### src/rtl/des_key_schedule_iterative_pkg.sv
// DES key-schedule constants: PC-1/PC-2 index tables, shift tables,
// widths, FSM state type and 28-bit rotate helpers.
package des_key_schedule_iterative_pkg;

    localparam int KEY_W    = 64;
    localparam int CD_W     = 28;
    localparam int SUBKEY_W = 48;

    // Key bit (1 = MSB) feeding each PC-1 output position 1..56.
    localparam int PC1 [0:55] = '{
        57, 49, 41, 33, 25, 17,  9,
         1, 58, 50, 42, 34, 26, 18,
        10,  2, 59, 51, 43, 35, 27,
        19, 11,  3, 60, 52, 44, 36,
        63, 55, 47, 39, 31, 23, 15,
         7, 62, 54, 46, 38, 30, 22,
        14,  6, 61, 53, 45, 37, 29,
        21, 13,  5, 28, 20, 12,  4
    };

    // {C,D} bit (1 = MSB) feeding each PC-2 output position 1..48.
    localparam int PC2 [0:47] = '{
        14, 17, 11, 24,  1,  5,
         3, 28, 15,  6, 21, 10,
        23, 19, 12,  4, 26,  8,
        16,  7, 27, 20, 13,  2,
        41, 52, 31, 37, 47, 55,
        30, 40, 51, 45, 33, 48,
        44, 49, 39, 56, 34, 53,
        46, 42, 50, 36, 29, 32
    };

    // Entry i is the shift of subkey K(i+1).
    localparam logic [4:0] SH [0:15] = '{
        5'd1, 5'd1, 5'd2, 5'd2, 5'd2, 5'd2, 5'd2, 5'd2,
        5'd1, 5'd2, 5'd2, 5'd2, 5'd2, 5'd2, 5'd2, 5'd1
    };

    // Entry i is the total rotation applied to reach K(i+1).
    localparam logic [4:0] CUM [0:15] = '{
        5'd1,  5'd2,  5'd4,  5'd6,  5'd8,  5'd10, 5'd12, 5'd14,
        5'd15, 5'd17, 5'd19, 5'd21, 5'd23, 5'd25, 5'd27, 5'd28
    };

    typedef enum logic {
        IDLE = 1'b0,
        RUN  = 1'b1
    } state_t;

    function automatic logic [CD_W-1:0] rotl28(
        input logic [CD_W-1:0] x,
        input logic [4:0]      n
    );
        logic [2*CD_W-1:0] t;
        t = {x, x} << n;
        return t[2*CD_W-1:CD_W];
    endfunction

    function automatic logic [CD_W-1:0] rotr28(
        input logic [CD_W-1:0] x,
        input logic [4:0]      n
    );
        logic [2*CD_W-1:0] t;
        t = {x, x} >> n;
        return t[CD_W-1:0];
    endfunction

endpackage

### src/rtl/des_key_schedule_iterative_pc2.sv
// PC-2 permutation: compresses the 56-bit {C,D} state to a 48-bit subkey.
// Ports: cd [1:56] in (bit 1 = MSB), k [1:48] out.
module pc2_permutation
    import des_key_schedule_iterative_pkg::*;
(
    input  logic [1:2*CD_W]   cd,
    output logic [1:SUBKEY_W] k
);

    always_comb begin
        k = '0;
        for (int i = 1; i <= SUBKEY_W; i++) begin
            k[i] = cd[PC2[i-1]];
        end
    end

endmodule

### src/rtl/des_key_schedule_iterative.sv
// Iterative DES key schedule: accepts one key, emits N_ROUNDS subkeys
// in encrypt (K1..KN) or decrypt (KN..K1) order over a valid/ready link.
// Ports: clk, rst (async, high); key side i_valid/o_ready/key_in/i_decrypt;
// subkey side o_valid/i_ready/Kn/round_o/o_last.
module des_key_schedule_iterative
    import des_key_schedule_iterative_pkg::*;
#(
    parameter int N_ROUNDS = 16
) (
    input  logic                clk,
    input  logic                rst,
    input  logic                i_valid,
    output logic                o_ready,
    input  logic [1:KEY_W]      key_in,
    input  logic                i_decrypt,
    input  logic                i_ready,
    output logic                o_valid,
    output logic [1:SUBKEY_W]   Kn,
    output logic [3:0]          round_o,
    output logic                o_last
);

    if (N_ROUNDS < 1 || N_ROUNDS > 16) begin : g_bad_rounds
        $error("des_key_schedule_iterative: N_ROUNDS must be 1..16");
    end

    localparam int         NR_IDX  = (N_ROUNDS >= 1 && N_ROUNDS <= 16)
                                     ? N_ROUNDS - 1 : 0;
    localparam logic [3:0] LAST    = 4'(NR_IDX);
    // Decrypt starts at KN, i.e. the full cumulative rotation (28 == 0).
    localparam logic [4:0] DEC_ROT = 5'(CUM[NR_IDX] % 5'd28);

    state_t            state;
    logic [CD_W-1:0]   c;
    logic [CD_W-1:0]   d;
    logic [3:0]        cnt;
    logic              dir;

    logic [1:2*CD_W]   pc1_out;
    logic [CD_W-1:0]   c0;
    logic [CD_W-1:0]   d0;
    logic [4:0]        rot0;
    logic [3:0]        sh_idx;
    logic [4:0]        sh_amt;

    always_comb begin
        pc1_out = '0;
        for (int i = 1; i <= 2*CD_W; i++) begin
            pc1_out[i] = key_in[PC1[i-1]];
        end
    end

    assign {c0, d0} = pc1_out;
    assign rot0     = i_decrypt ? DEC_ROT : SH[0];

    // Encrypt moves to K(cnt+2); decrypt undoes the shift of the
    // subkey just emitted, K(N-cnt). Both are SH entry shown below.
    assign sh_idx = dir ? (LAST - cnt) : (cnt + 4'd1);
    assign sh_amt = SH[sh_idx];

    always_ff @(posedge clk or posedge rst) begin
        if (rst) begin
            state <= IDLE;
            c     <= '0;
            d     <= '0;
            cnt   <= '0;
            dir   <= 1'b0;
        end else begin
            unique case (state)
                IDLE: begin
                    if (i_valid) begin
                        c     <= rotl28(c0, rot0);
                        d     <= rotl28(d0, rot0);
                        cnt   <= '0;
                        dir   <= i_decrypt;
                        state <= RUN;
                    end
                end
                RUN: begin
                    if (i_ready) begin
                        if (cnt == LAST) begin
                            state <= IDLE;
                        end else begin
                            cnt <= cnt + 4'd1;
                            if (dir) begin
                                c <= rotr28(c, sh_amt);
                                d <= rotr28(d, sh_amt);
                            end else begin
                                c <= rotl28(c, sh_amt);
                                d <= rotl28(d, sh_amt);
                            end
                        end
                    end
                end
                default: state <= IDLE;
            endcase
        end
    end

    assign o_ready = (state == IDLE);
    assign o_valid = (state == RUN);
    assign o_last  = o_valid && (cnt == LAST);
    assign round_o = dir ? (LAST - cnt) : cnt;

    pc2_permutation u_pc2 (
        .cd ({c, d}),
        .k  (Kn)
    );

endmodule
### config.mk
export PLATFORM = sky130hd
export DESIGN_NAME = des_key_schedule_iterative
export DESIGN_NICKNAME = d
export VERILOG_FILES = /design/src/rtl/des_key_schedule_iterative_pkg.sv /design/src/rtl/des_key_schedule_iterative_pc2.sv /design/src/rtl/des_key_schedule_iterative.sv
export SDC_FILE = /design/constraint.sdc
export NUM_CORES = 1
export LEC_CHECK = 0
export BUFFER_PORTS_ARGS = -buffer_cell sky130_fd_sc_hd__buf_2
export CAP_MARGIN = 15
export CORE_ASPECT_RATIO = 0.8
export CORE_MARGIN = 4
export CORE_UTILIZATION = 61
export DETAILED_ROUTE_END_ITERATION = 10
export GPL_ROUTABILITY_DRIVEN = 0
export PLACE_DENSITY_LB_ADDON = 0.3
export SYNTH_ARGS = -nofsm -noshare
export SYNTH_HDL_FRONTEND = slang
export SYNTH_SLANG_ARGS = --single-unit
### constraint.sdc
create_clock -name clk -period 6.1 [get_ports clk]
set_input_delay 0.305 -clock clk [delete_from_list [all_inputs] [get_ports clk]]
set_output_delay 0.305 -clock clk [all_outputs]
set_load 0.02 [all_outputs]
# Word-level counts from Yosys, hierarchy flattened
# Memories as Yosys holds them, arrays and structs flattened.
# Index checks and enable logic that the tools add are counted.
# Widths: inputs -> output; s select.
[classes] n_addsub=2 magnitude_cmp=1 eq_ne=4 n_shift=6 mux=23 bitwise=2 reduce_logical=3
[ops] op="$mux 28" count=8
[ops] op="$pmux 28 s2" count=2
[ops] op="$shl 56x1->56" count=2
[ops] op="$shl 56x5->56" count=2
[ops] op="$shr 56x5->28" count=2
[ops] op="$mux 4" count=5
[ops] op="$mux 5" count=2
[ops] op="$pmux 4 s2" count=1
[ops] op="$ne 2x2->1 const B" count=3
[ops] op="$ge 5x5->1 const B" count=1
[ops] op="$not 4->5" count=1
[ops] op="$add 4x1->4 const B" count=1
[ops] op="$eq 4x4->1 const B" count=1
[ops] op="$mux 1" count=4
[ops] op="$sub 4x4->4 const A" count=1
[ops] op="$reduce_and 3->1" count=1
[ops] op="$pmux 1 s2" count=1
[ops] op="$reduce_and 2->1" count=1
[ops] op="$logic_and 1x1->1" count=1
[ops] op="$not 1->1" count=1
[word_totals] reg_bits=62 romBits=80 input_bits=69 memories=1
[memory_table] name="(no name shown)" words=16 word_bits=5 rd=1 rd_ports_with_merged_regs=0 write_ports=0 line="des_key_schedule_iterative.sv:59" rtl="assign sh_amt = SH[sh_idx];"

# Depth between registers and ports, before layout
[logic_depth] word_depth=11 mapped_depth=12 ltp_nobuf=8

# Modules after synthesis
# From an unflattened synthesis, not the netlist that was laid out.
[unflattened] cells_unflattened=724 hier_area_um2=5985.7
[by_module_without_submodules] mod="des_key_schedule_iterative" instances=1 cells_each=676 area_each_um2=5625.4 seq_area_each_um2=1551.5
[by_module_without_submodules] mod="pc2_permutation" instances=1 cells_each=48 area_each_um2=360.3 seq_area_each_um2=0.0

# Worst setup path before layout
# No wires, ideal clock.
[synth_timing] path_kind="reg-to-reg" start="reg dir" end="reg c[9]" setup_time_ns=0.119 arrival_ns=2.812 t_required_ns=5.981 slack_ns=3.169 stages_incl_launch_ff=12 n_path_buf=3 synth_period_minus_slack_ns=2.931 cell_sequence="dfrtp_1 buf_2 clkinv_1 clkbuf_1 ha_1 a2bb2oi_2 o2111ai_1 o21ai_1 buf_2 nor3_1 or4b_1 o21a_1"
[synth_between] elab_chain_len=10 word_cells_on_any_way=11 cone_classes="2 x shift; 7 x mux; 1 x bitwise; 1 x memory"
[synth_rtl] element="start, declared" line="des_key_schedule_iterative.sv:37" rtl="logic dir;"
[synth_rtl] element="start signal, assigned" line="des_key_schedule_iterative.sv:75" rtl="dir <= i_decrypt;"
[synth_rtl] element="$mux 4" line="des_key_schedule_iterative.sv:58" rtl="assign sh_idx = dir ? (LAST - cnt) : (cnt + 4'd1);"
[synth_rtl] element="$not 4->5 (not written as such)" line="des_key_schedule_iterative.sv:59"
[synth_rtl] element="$mem_v2 16x5"
[synth_rtl] element="$mux 5 (not written as such) (2 in a row)" line="des_key_schedule_iterative.sv:59"
[synth_rtl] element="$shl 56x5->56 or $shr 56x5->28 (tied branches)" line="des_key_schedule_iterative_pkg.sv:55, des_key_schedule_iterative_pkg.sv:64"
[synth_rtl] element="$mux 28 (*)" line="des_key_schedule_iterative.sv:85" rtl="if (dir) begin"
[synth_rtl] element="$mux 28 (*)" line="des_key_schedule_iterative.sv:81" rtl="if (cnt == LAST) begin"
[synth_rtl] element="$mux 28 (*)" line="des_key_schedule_iterative.sv:80" rtl="if (i_ready) begin"
[synth_rtl] element="$pmux 28 s2 (*)" line="des_key_schedule_iterative.sv:69" rtl="unique case (state)"
[synth_rtl] element="end signal, assigned" line="des_key_schedule_iterative.sv:72" rtl="c <= rotl28(c0, rot0);"
[synth_rtl] element="end signal, assigned" line="des_key_schedule_iterative.sv:86" rtl="c <= rotr28(c, sh_amt);"
[synth_rtl] element="end signal, assigned" line="des_key_schedule_iterative.sv:89" rtl="c <= rotl28(c, sh_amt);"
[synth_rtl] element="end, declared" line="des_key_schedule_iterative.sv:34" rtl="logic [CD_W-1:0] c;"
# Mark *: on every way between the ends. The rest lies on a longest branch, timed or not. The select of a mux whose other input is x is not followed.
# A chain may end at the register's enable or synchronous reset.

# Final worst setup path
[layout_timing] start="reg cnt[1]" end="reg d[1]"
[layout_between] elab_chain_len=11 word_cells_on_any_way=16 cone_classes="2 x add/sub; 2 x eq/ne; 2 x shift; 7 x mux; 1 x bitwise; 1 x reduce/logical; 1 x memory"
[layout_rtl] element="start, declared" line="des_key_schedule_iterative.sv:36" rtl="logic [3:0] cnt;"
[layout_rtl] element="start signal, assigned" line="des_key_schedule_iterative.sv:84" rtl="cnt <= cnt + 4'd1;"
[layout_rtl] element="$add 4x1->4 or $sub 4x4->4 (tied branches)" line="des_key_schedule_iterative.sv:58"
[layout_rtl] element="$mux 4" line="des_key_schedule_iterative.sv:58"
[layout_rtl] element="$not 4->5 (not written as such)" line="des_key_schedule_iterative.sv:59"
[layout_rtl] element="$mem_v2 16x5"
[layout_rtl] element="$mux 5 (not written as such) (2 in a row)" line="des_key_schedule_iterative.sv:59"
[layout_rtl] element="$shl 56x5->56 or $shr 56x5->28 (tied branches)" line="des_key_schedule_iterative_pkg.sv:55, des_key_schedule_iterative_pkg.sv:64"
[layout_rtl] element="$mux 28" line="des_key_schedule_iterative.sv:85"
[layout_rtl] element="$mux 28" line="des_key_schedule_iterative.sv:81"
[layout_rtl] element="$mux 28" line="des_key_schedule_iterative.sv:80"
[layout_rtl] element="$pmux 28 s2" line="des_key_schedule_iterative.sv:69"
[layout_rtl] element="end signal, assigned" line="des_key_schedule_iterative.sv:73" rtl="d <= rotl28(d0, rot0);"
[layout_rtl] element="end signal, assigned" line="des_key_schedule_iterative.sv:87" rtl="d <= rotr28(d, sh_amt);"
[layout_rtl] element="end signal, assigned" line="des_key_schedule_iterative.sv:90" rtl="d <= rotl28(d, sh_amt);"
[layout_rtl] element="end, declared" line="des_key_schedule_iterative.sv:35" rtl="logic [CD_W-1:0] d;"
# Parallel ways exist; a longest one is shown, timed or not. The select of a mux whose other input is x is not followed.

==> results.toml <==
[power_and_ir_drop]
max-vdd-ir-drop_uv = 209
seq_power_share_pct = 25.5
internal-power_mw = 1.66
leakage_nw = 2.89
powerDensity_mw_per_mm2 = 501
sw_frac_of_total_pct = 48.9
p_comb_share_pct = 58.2
power_switching_mw = 1.59
p_clk_share_pct = 16.3

[clock_tree]
clk_latency_ns = 0.34
cts_made_buffers = 9
cts_resized = 0
clkTransAtPathRegs_ns = 0.06
postCtsHoldBufs = 0
cts_tree = "built"
htree_num_levels = 3
post_cts_buffers = 0
clockBufferDepth = 2
root_buffer = "clkbuf_16"
cts_sinks = 62

[synth]
ys_seq_area_share_pct = 25.9
synth-seq-cells = 62
yosys_warnings = 0
synth_area_sq_mm = 0.00599
async_reset_ff_share_pct = 100
synth_nets = 796
syn_inst = 724
synth_cell_types = 67
synth_edf_count = 0
avgSynthCellArea_sq_um = 8.27
ys.flop_type = "dfrtp_1"

[worst_setup_path]
critical_path_class = "reg2reg"
required_ns = 6.30
endpoint_kind = "flip-flop"
critPathMaxFanout = 54
cp-start-kind = "flip-flop"
rrSetupSlack_ns = 2.02
cp.arrival_ns = 4.28

[routing]
drt_iter0_drc = 805
drtAntennaViolNets = 0
drt-wirelength-per-cell_um = 20.8
drc = 0
viasPerCell = 7.09
via_count = 6143
first_pass_iters = 6
drt_wl_total_mm = 18.0

[sta]
worst_clock_skew_ns = 0.00554
post-route-min-period_ns = 4.08
maxSlewViolCount = 0
max_slew_margin_pct = 35.4
fin_setup_tns_ns = 0
fmax_mhz = 245
finalSetupViolCount = 0
max_slew.worst_pin.slew_ns = 0.969
fin_crit_sh_pct = 66.9
grt_setup_unrepaired = "no"
finalHoldViolCount = 0

[global_routing]
grt_overflow_total = 0
antenna_found_initial = 0
first_global_vias = 5865
grt_max_degree = 73
grt_use_total_pct = 30.9
grt_pass1_wl_mm = 29.7

[floorplanning]
io_pins = 124
dieArea_sq_mm = 0.0115
die_y_um = 96.6
core_sq_mm = 0.00961
die_w_um = 119
rows = 32
start_util_pct = 62.3

[finish]
mostFrequentLayoutCell = "buf_2"
nets = 814
design_area_sq_mm = 0.00647
area_growth_syn_to_layout_pct = 8.05
diodes = 0
drive_gt1_share_pct = 20.7
final_cell_mix = "buf_2, a21oi_1, mux2i_1, dfrtp_1"

[placement]
port_buffers = 115
place_area_sq_mm = 0.00616
hpwlAfterDp_mm = 11.7

[status]
status = "completed"

[min_path]
hold_path_class = "in2async"

[run]
cap_violations = 0
==> flip-flops by register name, summed over array words and instances, names as in the netlist <==
register and cells:
c 28, cnt 4, d 28, dir 1
o_valid 1
==> through the flow <==
step	hold slack, ns	setup slack, ns	util [%]	total power, mW	cells
3_5_place_dp	0.529	2.17	64.2	2.66	850
3_3_place_gp	0.502	2.25	64.2	2.60	850
2_1_floorplan	0.442	3.17	-	2.34	724
4_1_cts	0.233	2.15	67.3	3.20	866
6_report	0.202	2.02	67.3	3.24	866
5_1_grt	0.247	1.83	67.3	3.44	866
==> layout make-up <==
type / count / area [sq um]
clock inverter: 3 / 42.5
multi-input combinational: 536 / 3780
clock buffer: 13 / 260
tap: 119 / 149
inverter: 8 / 30.0
timing repair buffer: 125 / 653
fill: 786 / 3140
sequential: 62 / 1550
==> power by group through the flow <==
| stage | Clock (mW) | Combinational [mW] | Sequential [mW] |
|---|---|---|---|
| 2_1_floorplan | 0 | 1.62 | 0.722 |
| 3_3_place_gp | 0 | 1.79 | 0.808 |
| 3_5_place_dp | 0 | 1.84 | 0.818 |
| 4_1_cts | 0.528 | 1.86 | 0.814 |
| 5_1_grt | 0.549 | 2.04 | 0.853 |
| 6_report | 0.529 | 1.89 | 0.826 |
==> kinds of logic (layout without fill, tap and decap cells) <==
family,count (synthesis),after routing,share of synthesized area (%)
simple gates,226,226,24.2
fa+ha+maj,3,3,0.627
xor+xnor,5,5,0.732
mux,62,62,10.4
flops,62,62,25.9
buf+inv,126,149,11.3
compound gates,240,240,26.8
==> per-layer routing <==
| metal | wire (um) | vias to the layer above | global-route usage (%) |
|---|---|---|---|
| li1 | - | 2798 | - |
| met1 | 7520 | 2898 | 41.8 |
| met2 | 8220 | 400 | 47.9 |
| met3 | 1960 | 47 | 9.35 |
| met4 | 342 | 0 | 9.35 |
| met5 | 0 | - | 0 |
==> cell usage after synthesis (17+ instances only) <==
cell type | count | area share [%]
a211oi_1 | 41 | 5.1
a21oi_1 | 63 | 5.3
and3_1 | 38 | 4.0
and4b_1 | 44 | 7.4
buf_4 | 49 | 6.1
clkbuf_1 | 42 | 2.6
dfrtp_1 | 62 | 26
mux2i_1 | 62 | 10
nand2_1 | 22 | 1.4
nand3_1 | 21 | 1.8
nor3_1 | 52 | 4.3
o21ai_0 | 52 | 4.3
o31ai_1 | 17 | 2.1
==> worst paths after layout <==
| path | start | to | depth (start not counted) |
|---|---|---|---|
| worst max-delay path | cnt[1] | d[1] | 8 |
| worst min-delay path | rst | d[14] | 3 |
| worst max register to register | cnt[1] | d[1] | 8 |
| worst min register to register | c[6] | c[6] | 2 |
| max in group asynchronous | rst | o_valid | 3 |
| min in group clk | i_valid | o_valid | 2 |
==> worst max-delay path, cell delays in order, from the launching register on <==
cell       delay (ns)
dfrtp_1          0.51
ha_1             0.44
nor2b_1          0.66
a2111oi_4        0.13
a211oi_4         0.25
buf_4            0.49
nand2_1          0.68
a2111oi_0        0.67
nor3_1           0.10
Power figures use the tool's default switching activity.
